<file path="config.mk">
export PLATFORM = sky130hd
export DESIGN_NAME = spi_master
export DESIGN_NICKNAME = d
export VERILOG_FILES = /design/src/rtl/spi_master.sv
export SDC_FILE = /design/constraint.sdc
export NUM_CORES = 1
export LEC_CHECK = 0
export ABC_CLOCK_PERIOD_IN_PS = 2000
export BUFFER_PORTS_ARGS = -buffer_cell sky130_fd_sc_hd__buf_2
export CAP_MARGIN = 10
export CORE_MARGIN = 2
export CORE_UTILIZATION = 47
export DETAILED_ROUTE_END_ITERATION = 7
export PLACE_DENSITY = 0.67
export SYNTH_ARGS = -nofsm -noshare
export SYNTH_HDL_FRONTEND = slang
export SYNTH_SLANG_ARGS = --single-unit
</file>
<file path="constraint.sdc">
create_clock -name clk -period 2 [get_ports clk]
set_input_delay 0.1 -clock clk [delete_from_list [all_inputs] [get_ports clk]]
set_output_delay 0.1 -clock clk [all_outputs]
set_load 0.1 [all_outputs]
</file>
<file path="src/rtl/spi_master.sv">
`timescale 1ns/1ps
// spi_master: SPI bus master, all four CPOL/CPHA modes, MSB first.
// Frame: SETUP (CLK_DIV cycles) -> 2*DATA_WIDTH sclk edges -> HOLD (CLK_DIV cycles).
// Optional build macro SPI_MASTER_LOOPBACK_EN adds a loopback input that
// routes dout back into the receive shifter.
//
//  state   | meaning
//  --------+---------------------------------------------------------------
//  S_IDLE  | csb high, sclk tracks CPOL input, waiting for start
//  S_SETUP | csb low, sclk idle, CLK_DIV cycles before the first edge
//  S_XFER  | sclk toggles every CLK_DIV cycles, shift out / sample in
//  S_HOLD  | sclk idle, CLK_DIV cycles before csb rises and done pulses
module spi_master #(
    parameter int DATA_WIDTH = 8,
    parameter int CLK_DIV    = 4
) (
    input  logic                  clk,
    input  logic                  rstb,
    input  logic                  CPOL,
    input  logic                  CPHA,
    input  logic                  start,
    input  logic [DATA_WIDTH-1:0] datai,
    output logic [DATA_WIDTH-1:0] datao,
    output logic                  busy,
    output logic                  done,
    output logic                  csb,
    output logic                  sclk,
    output logic                  dout,
`ifdef SPI_MASTER_LOOPBACK_EN
    input  logic                  loopback,
`endif
    input  logic                  din
);

    localparam int CW = (CLK_DIV > 1) ? $clog2(CLK_DIV) : 1;
    localparam int EW = $clog2(2 * DATA_WIDTH);
    localparam logic [CW-1:0] CNT_LOAD  = CW'(CLK_DIV - 1);
    localparam logic [EW-1:0] EDGE_LAST = EW'(2 * DATA_WIDTH - 1);

    typedef enum logic [1:0] {S_IDLE, S_SETUP, S_XFER, S_HOLD} state_t;

    state_t                state_q, state_d;
    logic [CW-1:0]         cnt_q, cnt_d;
    logic [EW-1:0]         edge_q, edge_d;
    logic                  cpol_q, cpol_d;
    logic                  cpha_q, cpha_d;
    logic [DATA_WIDTH-1:0] tx_q, tx_d;
    logic [DATA_WIDTH-1:0] rx_q, rx_d;
    logic [DATA_WIDTH-1:0] datao_q, datao_d;
    logic                  sclk_q, sclk_d;
    logic                  csb_q, csb_d;
    logic                  dout_q, dout_d;
    logic                  busy_q, busy_d;
    logic                  done_q, done_d;
    logic                  rx_bit;
    logic                  lb_start;

`ifdef SPI_MASTER_LOOPBACK_EN
    logic lb_q, lb_d;
    assign rx_bit   = lb_q ? dout_q : din;
    assign lb_start = loopback;
`else
    assign rx_bit   = din;
    assign lb_start = 1'b0;
`endif

    // State and datapath registers; synchronous reset discards any partial frame.
    always_ff @(posedge clk) begin
        if (!rstb) begin
            state_q <= S_IDLE;
            cnt_q   <= '0;
            edge_q  <= '0;
            cpol_q  <= 1'b0;
            cpha_q  <= 1'b0;
            tx_q    <= '0;
            rx_q    <= '0;
            datao_q <= '0;
            sclk_q  <= 1'b0;
            csb_q   <= 1'b1;
            dout_q  <= 1'b0;
            busy_q  <= 1'b0;
            done_q  <= 1'b0;
`ifdef SPI_MASTER_LOOPBACK_EN
            lb_q    <= 1'b0;
`endif
        end else begin
            state_q <= state_d;
            cnt_q   <= cnt_d;
            edge_q  <= edge_d;
            cpol_q  <= cpol_d;
            cpha_q  <= cpha_d;
            tx_q    <= tx_d;
            rx_q    <= rx_d;
            datao_q <= datao_d;
            sclk_q  <= sclk_d;
            csb_q   <= csb_d;
            dout_q  <= dout_d;
            busy_q  <= busy_d;
            done_q  <= done_d;
`ifdef SPI_MASTER_LOOPBACK_EN
            lb_q    <= lb_d;
`endif
        end
    end

    // Next-state and output logic; timers are down-counters ending at zero.
    always_comb begin
        state_d = state_q;
        cnt_d   = cnt_q;
        edge_d  = edge_q;
        cpol_d  = cpol_q;
        cpha_d  = cpha_q;
        tx_d    = tx_q;
        rx_d    = rx_q;
        datao_d = datao_q;
        sclk_d  = sclk_q;
        csb_d   = csb_q;
        dout_d  = dout_q;
        busy_d  = busy_q;
        done_d  = 1'b0;
`ifdef SPI_MASTER_LOOPBACK_EN
        lb_d    = lb_q;
`endif
        case (state_q)
            S_IDLE: begin
                sclk_d = CPOL;
                // done_q blocks a start that arrives in the done cycle
                if (start && !done_q) begin
                    cpol_d  = CPOL;
                    cpha_d  = CPHA;
                    csb_d   = 1'b0;
                    busy_d  = 1'b1;
                    cnt_d   = CNT_LOAD;
                    edge_d  = '0;
                    rx_d    = '0;
                    state_d = S_SETUP;
`ifdef SPI_MASTER_LOOPBACK_EN
                    lb_d    = lb_start;
`endif
                    if (!CPHA) begin
                        dout_d = datai[DATA_WIDTH-1];
                        tx_d   = datai << 1;
                    end else begin
                        tx_d   = datai;
                    end
                end
            end
            S_SETUP: begin
                if (cnt_q == '0) begin
                    cnt_d   = CNT_LOAD;
                    state_d = S_XFER;
                end else begin
                    cnt_d = cnt_q - CW'(1);
                end
            end
            S_XFER: begin
                if (cnt_q == '0) begin
                    cnt_d  = CNT_LOAD;
                    sclk_d = ~sclk_q;
                    edge_d = edge_q + EW'(1);
                    // even edge index is the leading edge; CPHA picks which edge samples
                    if (edge_q[0] == cpha_q) begin
                        rx_d = (rx_q << 1) | DATA_WIDTH'(rx_bit);
                    end else if (edge_q != EDGE_LAST) begin
                        dout_d = tx_q[DATA_WIDTH-1];
                        tx_d   = tx_q << 1;
                    end
                    if (edge_q == EDGE_LAST) begin
                        state_d = S_HOLD;
                    end
                end else begin
                    cnt_d = cnt_q - CW'(1);
                end
            end
            S_HOLD: begin
                if (cnt_q == '0) begin
                    csb_d   = 1'b1;
                    busy_d  = 1'b0;
                    done_d  = 1'b1;
                    datao_d = rx_q;
                    state_d = S_IDLE;
                end else begin
                    cnt_d = cnt_q - CW'(1);
                end
            end
            default: state_d = S_IDLE;
        endcase
    end

    assign datao = datao_q;
    assign busy  = busy_q;
    assign done  = done_q;
    assign csb   = csb_q;
    assign sclk  = sclk_q;
    assign dout  = dout_q;

endmodule

</file>
==> impl_summary.log <==
INFO  metric status = complete, no violations
INFO  metric via_count_of_the_first_global_routing_pass = 1471
INFO  metric rows = 23
INFO  metric area_growth_syn_to_layout = 13.2%
INFO  metric achievable-frequency = ~0.56 GHz
INFO  metric synth_sequential_area_ratio = 0.384
INFO  metric pin_count_of_the_biggest_net_entering_global_routing = 43
INFO  metric initial_drt_pass_iterations = 4
INFO  metric cts_root_buf = sky130_fd_sc_hd__clkbuf_8
INFO  metric most_numerous_cell_types_in_the_synthesized_netlist = 39 x sky130_fd_sc_hd__nand2_1, 38 x sky130_fd_sc_hd__dfxtp_1, 18 x sky130_fd_sc_hd__a21boi_1, 13 x sky130_fd_sc_hd__mux2i_1, 10 x sky130_fd_sc_hd__nand3_1
INFO  metric whs_endpoint = rx_q[0]
INFO  metric route.final.wire_length = 3930 µm
INFO  metric cts_repair_resize_count = 0
INFO  metric ys_seq_elements = 38
INFO  metric fp.dieArea = 4750 µm²
INFO  metric routed_via_density = roughly 5.4
INFO  metric dieWidth = roughly 70 µm
INFO  metric clock_tree_from_tritoncts = done
INFO  metric place_area = 2150 µm²
INFO  metric synth_top_area_cell = sky130_fd_sc_hd__dfxtp_1
INFO  metric top_level_ports = 27
INFO  metric cts.reportedPaths.clkPinSlew = around 70 ps
INFO  metric synthesis.instances = about 220
INFO  metric rr_worst_depth = 6
INFO  metric worstPathArrival = 1960 ps
INFO  metric path_class = flip-flop to flip-flop
INFO  metric async_set_or_reset_register_ratio_after_synthesis = 0
INFO  metric cts.hold.buffers_added = 0
INFO  metric reported_max_cap_violation_count = 0
INFO  metric summed_negative_setup_slack_over_all_endpoints = 0 ps
INFO  metric min_path_cells = 3
INFO  metric synth.area.top_cells = sky130_fd_sc_hd__dfxtp_1 38%, sky130_fd_sc_hd__nand2_1 7.4%, sky130_fd_sc_hd__a21boi_1 6.8%, sky130_fd_sc_hd__mux2i_1 6.6%, sky130_fd_sc_hd__ha_1 5.1%
INFO  metric die-height = 68.9 µm
INFO  metric cp_max_fo = 9
INFO  metric clock_insertion_delay_worst_skew = 290 ps
INFO  metric slew_headroom = 0.579
INFO  metric number_of_nets_in_the_synthesized_netlist = ~250
INFO  metric hold_violations = 0
INFO  metric hold_class = input port to flip-flop
INFO  metric cts_buffer_count = 5
INFO  metric r2r_slack = roughly 220 ps
INFO  metric buffer_ports.inserted = 26
INFO  metric global_route.usage.total = 0.192
INFO  metric synth_most_common_cell = sky130_fd_sc_hd__nand2_1
INFO  metric worst_ir_drop_vdd = 0.731 mV
INFO  metric first_pass_grt_wire_length = a little under 7000 µm
INFO  metric initial_antenna_violation_count = 0
INFO  metric clkSinkCount = 38
INFO  metric power_per_cell_area = approximately 1400 nW/µm²
INFO  metric antennaDiodeCount = 0
INFO  metric grt_setup_unrepaired = false
INFO  metric hold_start = din
INFO  metric final_layout_size_suffix_gt1_frac = 0.194
INFO  metric post-cts-setup-buffer-count = 0
INFO  metric worst_pin_slew = between 600 and 700 ps
INFO  metric grt_overflow = 0
INFO  metric route.vias.total = 1609
INFO  metric routedWlPerCell = ~13 µm
INFO  metric routabilityCongestion = roughly 0.75
INFO  metric ys_warn_count = 0
INFO  metric regToRegStartpoint = state_q[0]
INFO  metric synth_top_area_frac = 0.384
INFO  metric post-route-cell-area = 2240 µm²
INFO  metric drt_iter0_drc = slightly below 90
INFO  metric nNetsFinal = 269
INFO  metric syn_area_per_cell = approximately 9 µm²
INFO  metric post-route-util = 0.557
INFO  metric core_region_area = between 4000 and 5000 µm²
INFO  metric postSynth.topFlopCell = sky130_fd_sc_hd__dfxtp_1
INFO  metric cts-htree-levels = 2
INFO  metric postLayoutSetupSlackWorst = 222 ps
INFO  metric detailedPlacementHpwl = 2710 µm
INFO  metric netlist_area = 1980 µm²
INFO  metric critPathLaunchType = flip-flop
INFO  metric dp_worst_setup_slack = approximately 240 ps
INFO  metric finalSetupViolCount = 0
INFO  metric ant_nets = 0
INFO  metric period_share = 0.889
INFO  metric report.final.slew_viol_count = 0
INFO  metric min_period = approximately 1800 ps
INFO  metric cellLeakagePower = about 0.9 nW
INFO  metric worst_path_required = between 2000 and 2500 ps
INFO  metric cts_buffer_depth = 2
INFO  metric netlist_cell_types = 37
INFO  metric clock-skew-final = between 4 and 5 ps
INFO  metric synth-edff-count = 0
INFO  metric endpoint_kind = flip-flop
INFO  metric start_util = 0.492
INFO  metric drcViolationCount = 0
INFO  metric timing.rr.end = tx_q[4]
## how the worst max path moves through the flow
stage               slack (ps)   endpoint  cells past startpoint       start
detailed placement         240    tx_q[4]                      6  state_q[0]
CTS                        230    tx_q[4]                      6  state_q[0]
global route                60  edge_q[2]                      7  state_q[0]
global placement           260    tx_q[2]                      6  state_q[1]
floorplan                  100    tx_q[1]                      5        done
finish                     220    tx_q[4]                      6  state_q[0]
## cell usage in the layout (no fill, tap or decap), types with 2 or more instances in the layout
master | synthesis | routed
sky130_fd_sc_hd__a211oi_1 | 2 | 2
sky130_fd_sc_hd__a21boi_1 | 18 | 18
sky130_fd_sc_hd__a21oi_1 | 5 | 5
sky130_fd_sc_hd__a21oi_4 | 2 | 2
sky130_fd_sc_hd__a31o_1 | 7 | 7
sky130_fd_sc_hd__and2_1 | 2 | 2
sky130_fd_sc_hd__and4_1 | 8 | 8
sky130_fd_sc_hd__buf_2 | 9 | 26
sky130_fd_sc_hd__buf_4 | 0 | 5
sky130_fd_sc_hd__clkbuf_8 | 0 | 6
sky130_fd_sc_hd__dfxtp_1 | 38 | 38
sky130_fd_sc_hd__ha_1 | 8 | 8
sky130_fd_sc_hd__inv_1 | 8 | 8
sky130_fd_sc_hd__mux2i_1 | 13 | 13
sky130_fd_sc_hd__nand2_1 | 39 | 39
sky130_fd_sc_hd__nand2b_1 | 4 | 4
sky130_fd_sc_hd__nand3_1 | 10 | 10
sky130_fd_sc_hd__nor2_1 | 5 | 5
sky130_fd_sc_hd__nor2b_1 | 5 | 5
sky130_fd_sc_hd__o2111ai_2 | 2 | 2
sky130_fd_sc_hd__o211ai_1 | 3 | 3
sky130_fd_sc_hd__o21ai_0 | 9 | 9
sky130_fd_sc_hd__o21ai_1 | 5 | 5
sky130_fd_sc_hd__xnor2_1 | 2 | 2
## stage by stage
| stage | hold slack, ps | cells | power [W] |
|---|---|---|---|
| floorplan | 235 | 223 | 0.00224 |
| global placement | 348 | 290 | 0.00254 |
| detailed placement | 348 | 290 | 0.00256 |
| CTS | 36.6 | 298 | 0.00313 |
| global route | 57.4 | 298 | 0.00332 |
| finish | 48.8 | 298 | 0.00309 |
## where the power goes
group	leakage [nW]	switching [W]	internal [W]
Combinational	0.562	0.000983	0.000535
Sequential	0.310	0.000104	0.000916
Clock	0.0472	0.000277	0.000277
## flip-flops by register name (all words and copies together), names as in the netlist
signal	cells
datao	8
rx_q	8
tx_q	8
edge_q	4
cnt_q	2
state_q	2
busy	1
cpha_q	1
csb	1
done	1
dout	1
sclk	1
## layer usage
metal  routed length [µm]  vias to the layer above  track usage
met5                    0                        -            0
met4                   28                        0       0.0662
li1                     -                      833            -
met1                 1930                      739        0.243
met3                  139                        2       0.0390
met2                 1830                       35        0.322
## area by class of cell
| type | count | area, µm² |
|---|---|---|
| inverters | 8 | 30.0 |
| clock inverters | 2 | 12.5 |
| multi-input cells | 163 | 1130 |
| repair buffers | 31 | 168 |
| flip-flops and latches | 38 | 761 |
| fillers | 405 | 1790 |
| clock buffers | 6 | 82.6 |
| well taps | 50 | 62.6 |
## worst max-delay path, cell delays in order, from the launching register on
cell and delay (ps):
sky130_fd_sc_hd__dfxtp_1 400, sky130_fd_sc_hd__inv_1 120, sky130_fd_sc_hd__ha_1 280, sky130_fd_sc_hd__and4_1 250
sky130_fd_sc_hd__a21oi_4 250, sky130_fd_sc_hd__nand2_4 130, sky130_fd_sc_hd__a31o_1 240
## cell families after synthesis
kind of cell               synth area share
muxes                                0.0657
xor gates and xnor gates             0.0171
DFF                                   0.384
AOI/OAI and AO/OA                     0.232
and+or+nand+nor                       0.203
adders and majority gates            0.0505
buffers and inverters                0.0474
Power figures use the tool's default switching activity.
